==> src/rtl/memoria_pkg.sv <==
// memoria_pkg: shared definitions for the data-memory arbiter.
//   - default address/data widths of the 128 x 8 data memory
//   - FSM state encoding of the access sequencer
//   - requester port identifiers
package memoria_pkg;

  localparam int ANCHO_DIR_DEF  = 7;
  localparam int ANCHO_DATO_DEF = 8;

  typedef enum logic [1:0] {
    REPOSO = 2'd0,
    ACCESO = 2'd1,
    PULSO  = 2'd2,
    FIN    = 2'd3
  } estado_t;

  localparam logic PUERTO_CPU = 1'b0;
  localparam logic PUERTO_ES  = 1'b1;

endpackage

==> src/rtl/selector_rr.sv <==
// selector_rr: combinational two-way winner selection.
// Ports:
//   peticion0/1  in   pending requests from puerto 0 / puerto 1
//   ultimo       in   port served by the previous transaction
//   hay_peticion out  at least one request is pending
//   ganador      out  winning port (PUERTO_CPU / PUERTO_ES)
// With PRIORIDAD_FIJA != 0 puerto 0 wins ties; otherwise a tie goes to the
// port that was not served last.
module selector_rr
  import memoria_pkg::*;
#(
  parameter int PRIORIDAD_FIJA = 0
) (
  input  logic peticion0,
  input  logic peticion1,
  input  logic ultimo,
  output logic hay_peticion,
  output logic ganador
);

  always_comb begin
    hay_peticion = peticion0 | peticion1;
    ganador      = PUERTO_CPU;
    if (peticion0 && peticion1) begin
      ganador = (PRIORIDAD_FIJA != 0) ? PUERTO_CPU : ~ultimo;
    end else if (peticion1) begin
      ganador = PUERTO_ES;
    end
  end

endmodule

==> src/rtl/arbitro_memoria_datos.sv <==
// arbitro_memoria_datos: two-requester controller in front of memoriaDatos.
// Ports:
//   clk, reset              clock, asynchronous active-high reset
//   peticion0/1, escribir0/1, direccion0/1, dato_entrada0/1
//                           request side of puerto 0 (CPU) and puerto 1 (E/S)
//   concedido0/1, listo0/1  one-cycle grant / completion pulses
//   dato_salida             last read data, held until the next read completes
//   guardar, activa, direccionMemoria, entradaDatos
//                           memory strobe, enable, address and write data
//   salidaDatos             combinational memory read data
//   estado                  current sequencer state (debug)
//
// Handshake: a requester raises peticion with stable operands and holds them
// until it sees concedido; operands are latched at grant, so they may change
// afterwards. listo marks completion; a peticion still high the next time
// REPOSO samples is taken as a new transaction.
//
// Sequence: REPOSO (sample, grant) -> ACCESO -> [PULSO, writes only] -> FIN.
// Address and data are registered one full cycle before guardar rises, and
// guardar is high for exactly the PULSO cycle.
module arbitro_memoria_datos
  import memoria_pkg::*;
#(
  parameter int ANCHO_DIR      = ANCHO_DIR_DEF,
  parameter int ANCHO_DATO     = ANCHO_DATO_DEF,
  parameter int PRIORIDAD_FIJA = 0
) (
  input  logic                  clk,
  input  logic                  reset,
  input  logic                  peticion0,
  input  logic                  peticion1,
  input  logic                  escribir0,
  input  logic                  escribir1,
  input  logic [ANCHO_DIR-1:0]  direccion0,
  input  logic [ANCHO_DIR-1:0]  direccion1,
  input  logic [ANCHO_DATO-1:0] dato_entrada0,
  input  logic [ANCHO_DATO-1:0] dato_entrada1,
  output logic                  concedido0,
  output logic                  concedido1,
  output logic                  listo0,
  output logic                  listo1,
  output logic [ANCHO_DATO-1:0] dato_salida,
  output logic                  guardar,
  output logic                  activa,
  output logic [ANCHO_DIR-1:0]  direccionMemoria,
  output logic [ANCHO_DATO-1:0] entradaDatos,
  input  logic [ANCHO_DATO-1:0] salidaDatos,
  output logic [1:0]            estado
);

  estado_t               estado_q, estado_d;
  logic                  ultimo_q, ultimo_d;
  logic                  ganador_q, ganador_d;
  logic                  escritura_q, escritura_d;
  logic                  guardar_d, activa_d;
  logic                  concedido0_d, concedido1_d, listo0_d, listo1_d;
  logic [ANCHO_DIR-1:0]  direccion_d;
  logic [ANCHO_DATO-1:0] entrada_d, salida_d;
  logic                  hay_peticion, ganador_sel;

  selector_rr #(
    .PRIORIDAD_FIJA(PRIORIDAD_FIJA)
  ) u_selector (
    .peticion0   (peticion0),
    .peticion1   (peticion1),
    .ultimo      (ultimo_q),
    .hay_peticion(hay_peticion),
    .ganador     (ganador_sel)
  );

  always_comb begin
    estado_d     = estado_q;
    ultimo_d     = ultimo_q;
    ganador_d    = ganador_q;
    escritura_d  = escritura_q;
    direccion_d  = direccionMemoria;
    entrada_d    = entradaDatos;
    salida_d     = dato_salida;
    activa_d     = activa;
    guardar_d    = 1'b0;
    concedido0_d = 1'b0;
    concedido1_d = 1'b0;
    listo0_d     = 1'b0;
    listo1_d     = 1'b0;

    case (estado_q)
      REPOSO: begin
        activa_d = 1'b0;
        if (hay_peticion) begin
          estado_d  = ACCESO;
          ganador_d = ganador_sel;
          activa_d  = 1'b1;
          if (ganador_sel == PUERTO_ES) begin
            escritura_d  = escribir1;
            direccion_d  = direccion1;
            entrada_d    = dato_entrada1;
            concedido1_d = 1'b1;
          end else begin
            escritura_d  = escribir0;
            direccion_d  = direccion0;
            entrada_d    = dato_entrada0;
            concedido0_d = 1'b1;
          end
        end
      end

      ACCESO: begin
        if (escritura_q) begin
          // Operands have been stable for this whole cycle; strobe next.
          estado_d  = PULSO;
          guardar_d = 1'b1;
        end else begin
          estado_d = FIN;
          salida_d = salidaDatos;
          activa_d = 1'b0;
          ultimo_d = ganador_q;
          listo0_d = (ganador_q == PUERTO_CPU);
          listo1_d = (ganador_q == PUERTO_ES);
        end
      end

      PULSO: begin
        estado_d = FIN;
        activa_d = 1'b0;
        ultimo_d = ganador_q;
        listo0_d = (ganador_q == PUERTO_CPU);
        listo1_d = (ganador_q == PUERTO_ES);
      end

      FIN: begin
        estado_d = REPOSO;
      end

      default: begin
        estado_d = REPOSO;
        activa_d = 1'b0;
      end
    endcase
  end

  always_ff @(posedge clk or posedge reset) begin
    if (reset) begin
      estado_q         <= REPOSO;
      ultimo_q         <= PUERTO_ES;
      ganador_q        <= PUERTO_CPU;
      escritura_q      <= 1'b0;
      guardar          <= 1'b0;
      activa           <= 1'b0;
      direccionMemoria <= '0;
      entradaDatos     <= '0;
      dato_salida      <= '0;
      concedido0       <= 1'b0;
      concedido1       <= 1'b0;
      listo0           <= 1'b0;
      listo1           <= 1'b0;
    end else begin
      estado_q         <= estado_d;
      ultimo_q         <= ultimo_d;
      ganador_q        <= ganador_d;
      escritura_q      <= escritura_d;
      guardar          <= guardar_d;
      activa           <= activa_d;
      direccionMemoria <= direccion_d;
      entradaDatos     <= entrada_d;
      dato_salida      <= salida_d;
      concedido0       <= concedido0_d;
      concedido1       <= concedido1_d;
      listo0           <= listo0_d;
      listo1           <= listo1_d;
    end
  end

  assign estado = estado_q;

endmodule

==> config.mk <==
export PLATFORM = sky130hd
export DESIGN_NAME = arbitro_memoria_datos
export DESIGN_NICKNAME = d
export VERILOG_FILES = /design/src/rtl/memoria_pkg.sv /design/src/rtl/selector_rr.sv /design/src/rtl/arbitro_memoria_datos.sv
export SDC_FILE = /design/constraint.sdc
export NUM_CORES = 1
export LEC_CHECK = 0
export BUFFER_PORTS_ARGS = -buffer_cell sky130_fd_sc_hd__buf_4
export CORE_UTILIZATION = 35
export DETAILED_ROUTE_END_ITERATION = 8
export HOLD_SLACK_MARGIN = 0.1
export MAX_ROUTING_LAYER = met4
export PLACE_DENSITY = 0.66
export SYNTH_ARGS = -nofsm -noshare
export SYNTH_HDL_FRONTEND = slang
export SYNTH_SLANG_ARGS = --single-unit
==> constraint.sdc <==
create_clock -name clk -period 1.5 [get_ports clk]
set_input_delay 0.15 -clock clk [delete_from_list [all_inputs] [get_ports clk]]
set_output_delay 0.15 -clock clk [all_outputs]
set_load 0.005 [all_outputs]
==> results of run 1 <==
==> per-layer routing <==
layer / share of wire, % / vias up / routed length [um]
met1: 43 / 636 / 1676
met2: 49 / 49 / 1905
li1: - / 683 / -
met3: 5.9 / 6 / 231
met4: 1.8 / 0 / 71
met5: 0 / - / 0
==> registers in the layout (all words and copies together), names as in the netlist <==
name and flops:
concedido0 1, ganador_q 1, ultimo_q 1, listo1 1, concedido1 1, escritura_q 1, dato_salida 8, estado 2
direccionMemoria 7, activa 1, entradaDatos 8, listo0 1, guardar 1
==> power groups by stage <==
stage          Sequential [mW]  Clock [mW]  Combinational (mW)
4_1_cts                   1.65       0.661                2.22
6_report                  1.64       0.640                2.23
5_1_grt                   1.70       0.703                2.50
3_3_place_gp              1.64           0                2.11
3_5_place_dp              1.65           0                2.16
2_1_floorplan             1.68           0                1.06
==> worst max-delay path, delay by kind of cell, from the launching register on <==
kind / cells / cell delay [ns]
flip-flops: 1 / 0.39
multiplexers: 1 / 0.34
buffers and inverters: 2 / 0.27
adder cells (fa/ha/maj): 1 / 0.19
AND/OR/NAND/NOR: 1 / 0.15
==> cells by family after synthesis <==
kind of cell / synth area share [%]
multiplexers: 5.760
buffers and inverters: 4.480
AO/OA/AOI/OAI: 19.76
flip-flops: 54.48
AND/OR/NAND/NOR: 11.52
adder cells (fa/ha/maj): 4.000
==> through the flow <==
stage / hold slack [ns] / cells / area, um^2 / TNS (ns)
2_1_floorplan: 0.2789 / 148 / 1564 / 0
3_3_place_gp: 0.2830 / 276 / 2206 / 0
3_5_place_dp: 0.2831 / 276 / 2206 / -0.05543
4_1_cts: 0.1000 / 289 / 2349 / 0
5_1_grt: 0.1010 / 292 / 2379 / -0.0001651
6_report: 0.1059 / 292 / 2379 / 0
==> final timing paths <==
path | startpoint | depth (start not counted) | slack [ns] | to
min in group asynchronous | reset | 4 | 0.52 | entradaDatos[0]
max in group asynchronous | reset | 4 | 0.64 | ultimo_q
worst max-delay path | estado[1] | 5 | 0.05 | dato_salida[6]
worst min-delay path | salidaDatos[7] | 2 | 0.11 | dato_salida[7]
worst max register to register | estado[1] | 5 | 0.05 | dato_salida[6]
worst min register to register | ganador_q | 1 | 0.49 | listo0
==> cell usage after synthesis (2+ instances only) <==
cell | instances | area (um^2)
buf_2 | 2 | 10.01
buf_6 | 3 | 33.78
ha_1 | 5 | 62.56
nand2_1 | 17 | 63.81
nor2b_1 | 3 | 18.77
o21a_1 | 2 | 15.01
a21oi_2 | 11 | 96.34
mux2_2 | 8 | 90.09
dfrtp_1 | 33 | 825.8
inv_1 | 5 | 18.77
o21ai_0 | 6 | 30.03
nor2_1 | 20 | 75.07
a21oi_1 | 22 | 110.1
==> cell type report <==
cell class | instances | area share, %
clock buffers | 8 | 3.367
inverters | 5 | 0.7891
multi-input cells | 103 | 27.83
flip-flops and latches | 34 | 35.82
well taps | 50 | 2.630
repair buffers | 92 | 29.56
==> cells in the final DEF, fill, tap and decap left out, types with 2 or more instances in the layout <==
cell type      count
dlygate4sd3_1      6
nand2_1           17
a21oi_2           11
nor2b_1            2
mux2_2             8
inv_1              3
nor2_1            20
inv_2              2
o21a_1             2
dfrtp_1           33
o21ai_0            4
buf_4             85
clkbuf_8           5
o21ai_1            3
clkbuf_1           3
a21oi_1           22
ha_1               3
==> timing repair <==
item,in CTS,in global routing
gates resized for setup,4,6
hold endpoints to repair,37,1
setup buffers,0,1
cloned,0,1
hold buffers,5,1
setup endpoints to repair,1,9
==> metrics.txt, run 1 <==
post-layout minimum cycle time 1.453 ns; Clock Tree Root clkbuf_8; Slew @ Worst Pin 0.8400 ns; CTS tree built; PwrDens 1897 mW/mm^2; unrepaired setup endpoints after global routing yes; Clock Skew 0.004023 ns; met3 GRT Util 4.441%; CTS H-Tree Depth 2; Crit path arrival time 1.62 ns; final setup fails 0; Critical Path, Cell by Cell inv_2 > ha_2 > nor2b_2 > buf_2 > mux2_2; Critical Path Slowest Stage Cell dfrtp_1; worst skew pair latency 0.28 ns; initial core utilization 37.74%; final hold violations 0; Die Height 68.85 um; number of routed nets with antenna violations 0; TritonCTS Sinks 34; Synth Register Bits 34; slew margin rel. 43.99%; First DRT Iteration DRCs 53; DP Worst Slack -0.05543 ns; Net Sw Frac 34.16%; Storage cell area 852.1 um^2; Critical Path RT 1.67 ns; final wirelength 3.883 mm; Placer Congestion 0.8412; die footprint 0.004740 mm^2; footprint of the multi-input gates 661.9 um^2; Detail Placement HPWL 2.779 mm; sequential element share of the synthesized area 54.48%; GR Layer Usage met2 30.83%; Fill cells 387; layout cell share with drive strength beyond 1 49.59%; Inserted Clock Buffers 5; Peak supply drop 0.0006765 V; number of synthesized flops with an enable pin 0; Synth Cell Area 0.001564 mm^2; Pint 2.971 mW; clock share of power 14.2%; crit-path max cell delay 0.39 ns; TritonRoute pass-1 iters 3; synthesized instance count 148; status complete, no violations; Fmax 688.1 MHz; ys flop type dfrtp_1; max cap viols 0; period utilisation layout 96.89%; die width 68.85 um; P_sw 1.541 mW; vias in the first global route 1369; CP Class reg -> reg; final core utilization 57.40%; num ports 75; Worst setup SP type flip-flop; core area 0.004144 mm^2; met1 GRT Util 20.00%; fin nets 290; Overflow after GRT 0; # DRC 0; clk slew on worst S/H paths 0.07 ns; syn nets 197; Cell variety after synth 24; initial antenna violation count 0; Synth async-reset ratio 100.0%; Syn. warnings 0; vias per inst 4.705; largest net degree at the start of global routing 35; worst min path class in -> reg; area grow syn2layout 52.08%; setup ws final 0.04670 ns; IO buf count 74; combinational power share 49.4%; diodes inserted 0; vias 1374; Final Max Slew Viols 0; Routed WL per cell 13.30 um; CP endpoint kind flip-flop; syn_area_per_cell 10.57 um^2; Clock Path Buffers 2; Pwr Total 4.512 mW; GR peak layer met2; # rows 23; Total GRT Usage 18.36%; critical-path maximum fanout 4; leakage 1.162 nW; first-pass GRT wire length 6.023 mm; Reg power frac 36.4%
Note: power is estimated with default switching activity, not from simulation.
==> run 2: changes to the inputs <==
ABC_AREA = 1   (was not set)
PLACE_DENSITY = not set   (was 0.66)
==> metrics.txt, run 2 <==
PwrDens 1821 mW/mm^2; final setup fails 0; leading area contributor after synthesis dfrtp_1; Crit path arrival time 1.56 ns; status complete, no violations; layout cell share with drive strength beyond 1 31.27%; final wirelength 4.111 mm; max cap viols 0; fin nets 355; area grow syn2layout 44.29%; # DRC 0; clk slew on worst S/H paths 0.07 ns; Peak supply drop 0.0007173 V; leakage 1.465 nW; Synth async-reset ratio 100.0%; CP endpoint kind flip-flop; post-layout minimum cycle time 1.336 ns; vias per inst 4.374; dpl cells 363; vias in the first global route 1438; count leader, synth nand2_1; syn nets 274; Routed WL per cell 10.99 um; CP delay by family, top flip-flops; Overflow after GRT 0; IO buf count 74; first-pass GRT wire length 6.458 mm; diodes inserted 0; Critical Path Slowest Stage Cell dfrtp_1; number of routed nets with antenna violations 0; P_sw 1.680 mW; initial core utilization 36.66%; Post-CTS Setup Inserts 0; combinational power share 45.9%; die width 72.57 um; Worst setup SP type flip-flop; slew margin rel. 71.71%; crit-path max cell delay 0.42 ns; final hold violations 0; initial antenna violation count 0; First DRT Iteration DRCs 65; Synth Register Bits 34; Fmax 748.8 MHz; Detail Placement HPWL 2.945 mm; sequential element share of the synthesized area 48.89%; top flop regs dato_salida: 8 flops, entradaDatos: 8 flops, direccionMemoria: 7 flops; critical-path maximum fanout 9; Critical Path RT 1.72 ns; Syn. warnings 0; core area 0.004755 mm^2; Clock Path Buffers 2; Cell variety after synth 19; Fill cells 496; ys flop type dfrtp_1; Reg power frac 35.9%; # rows 25; Slew @ Worst Pin 0.4244 ns; Final Max Slew Viols 0; Post-synth top cells nand2_1, nand3_1, inv_1, dfrtp_1, nor2_1; Inserted Clock Buffers 5; period utilisation layout 89.04%; clock share of power 18.2%; syn_area_per_cell 7.746 um^2; Clock Skew 0.005988 ns; Clock Tree Root clkbuf_8; Total GRT Usage 16.44%; Synth top area share 47.38%; Final Non-Filler Cells 374; die footprint 0.005266 mm^2; Area contributors post-synth dfrtp_1, nand2_1, nand3_1, inv_1, ha_1; worst min path class in -> reg; Synth Cell Area 0.001743 mm^2; Placer Congestion 0.7852; crit-path most repeated cell nand2_1; vias 1636; Pint 2.899 mW; worst skew pair latency 0.28 ns; Die Height 72.57 um; Net Sw Frac 36.69%; WP buf/inv 2; largest net degree at the start of global routing 35; CTS H-Tree Depth 2; unrepaired setup endpoints after global routing no; CP Class reg -> reg; commonest non-fill, non-tap cells in the layout nand2_1, buf_4, nand3_1, inv_1, dfrtp_1; Critical Path, Cell by Cell inv_1 > ha_1 > buf_4 > o21ai_2 > nand2_1 > nand2_1; CTS tree built; TritonCTS Sinks 34; num ports 75; synthesized instance count 225; TritonRoute pass-1 iters 4; final setup TNS 0 ns; number of synthesized flops with an enable pin 0
==> run 2: power groups by stage <==
stage               logic (mW)  clock network, mW  registers [mW]
CTS                       2.11              0.853            1.65
global route              2.39              0.896            1.70
detailed placement        2.10                  0            1.65
floorplan                 1.10                  0            1.65
global placement          2.06                  0            1.65
finish                    2.10              0.834            1.64
==> run 2: cell families (layout without fill, tap and decap cells) <==
logic type / count (synthesis) / after routing / share of synthesized area [%]
simple gates: 130 / 130 / 32.38
buf+inv: 49 / 130 / 12.35
flops: 34 / 34 / 48.89
compound gates: 7 / 8 / 2.800
fa+ha+maj: 5 / 5 / 3.589
==> run 2: path summary, 6_finish.rpt <==
check / from / to / slack (ns) / cells past startpoint
min: salidaDatos[0] / dato_salida[0] / 0.10 / 3
max reg2reg: estado[1] / direccionMemoria[5] / 0.16 / 6
min reg2reg: dato_salida[0] / dato_salida[0] / 0.47 / 2
max in group asynchronous: reset / ultimo_q / 0.65 / 4
max: estado[1] / direccionMemoria[5] / 0.16 / 6
min in group asynchronous: reset / dato_salida[0] / 0.51 / 4
==> run 2: cell type report <==
cell class	count	area (um^2)	share of cell area (%)
Sequential cell	34	853.3	33.93
Multi-Input combinational cell	143	684.4	27.21
Timing Repair Buffer	81	625.6	24.88
Inverter	41	153.9	6.119
Tap cell	67	83.83	3.333
Clock buffer	5	68.82	2.736
Clock inverter	3	45.04	1.791
==> run 2: worst register-to-register path: stages (launching register included) <==
cell and delay (ns):
dfrtp_1 0.42, inv_1 0.12, ha_1 0.22, buf_4 0.16, o21ai_2 0.17, nand2_1 0.10, nand2_1 0.08
==> run 2: what timing repair did <==
action | in CTS | in global routing
resized for setup | 0 | 1
endpoints found under the setup margin | 0 | 18
hold endpoints to repair | 34 | 0
hold buffers | 2 | 0
==> run 2: routing by layer <==
metal / share of wire, % / vias up / global-route usage, %
met1: 46 / 731 / 20.34
met3: 6.3 / 2 / 3.611
li1: - / 846 / -
met4: 0.41 / 0 / 5.229
met5: 0 / - / -
met2: 47 / 57 / 26.79
==> run 2: per-stage QoR <==
stage	cell area [um^2]	utilization (%)	total power, mW	hold WS (ns)	setup slack [ns]
after global routing	2515	52.89	4.983	0.1106	0.04202
after detailed placement	2371	49.87	3.756	0.2743	0.09558
after floorplan	1743	-	2.748	0.2909	0.1238
final	2515	52.89	4.580	0.1040	0.1644
after global placement	2371	49.87	3.704	0.2761	0.1750
after CTS	2505	52.68	4.611	0.1014	0.08392
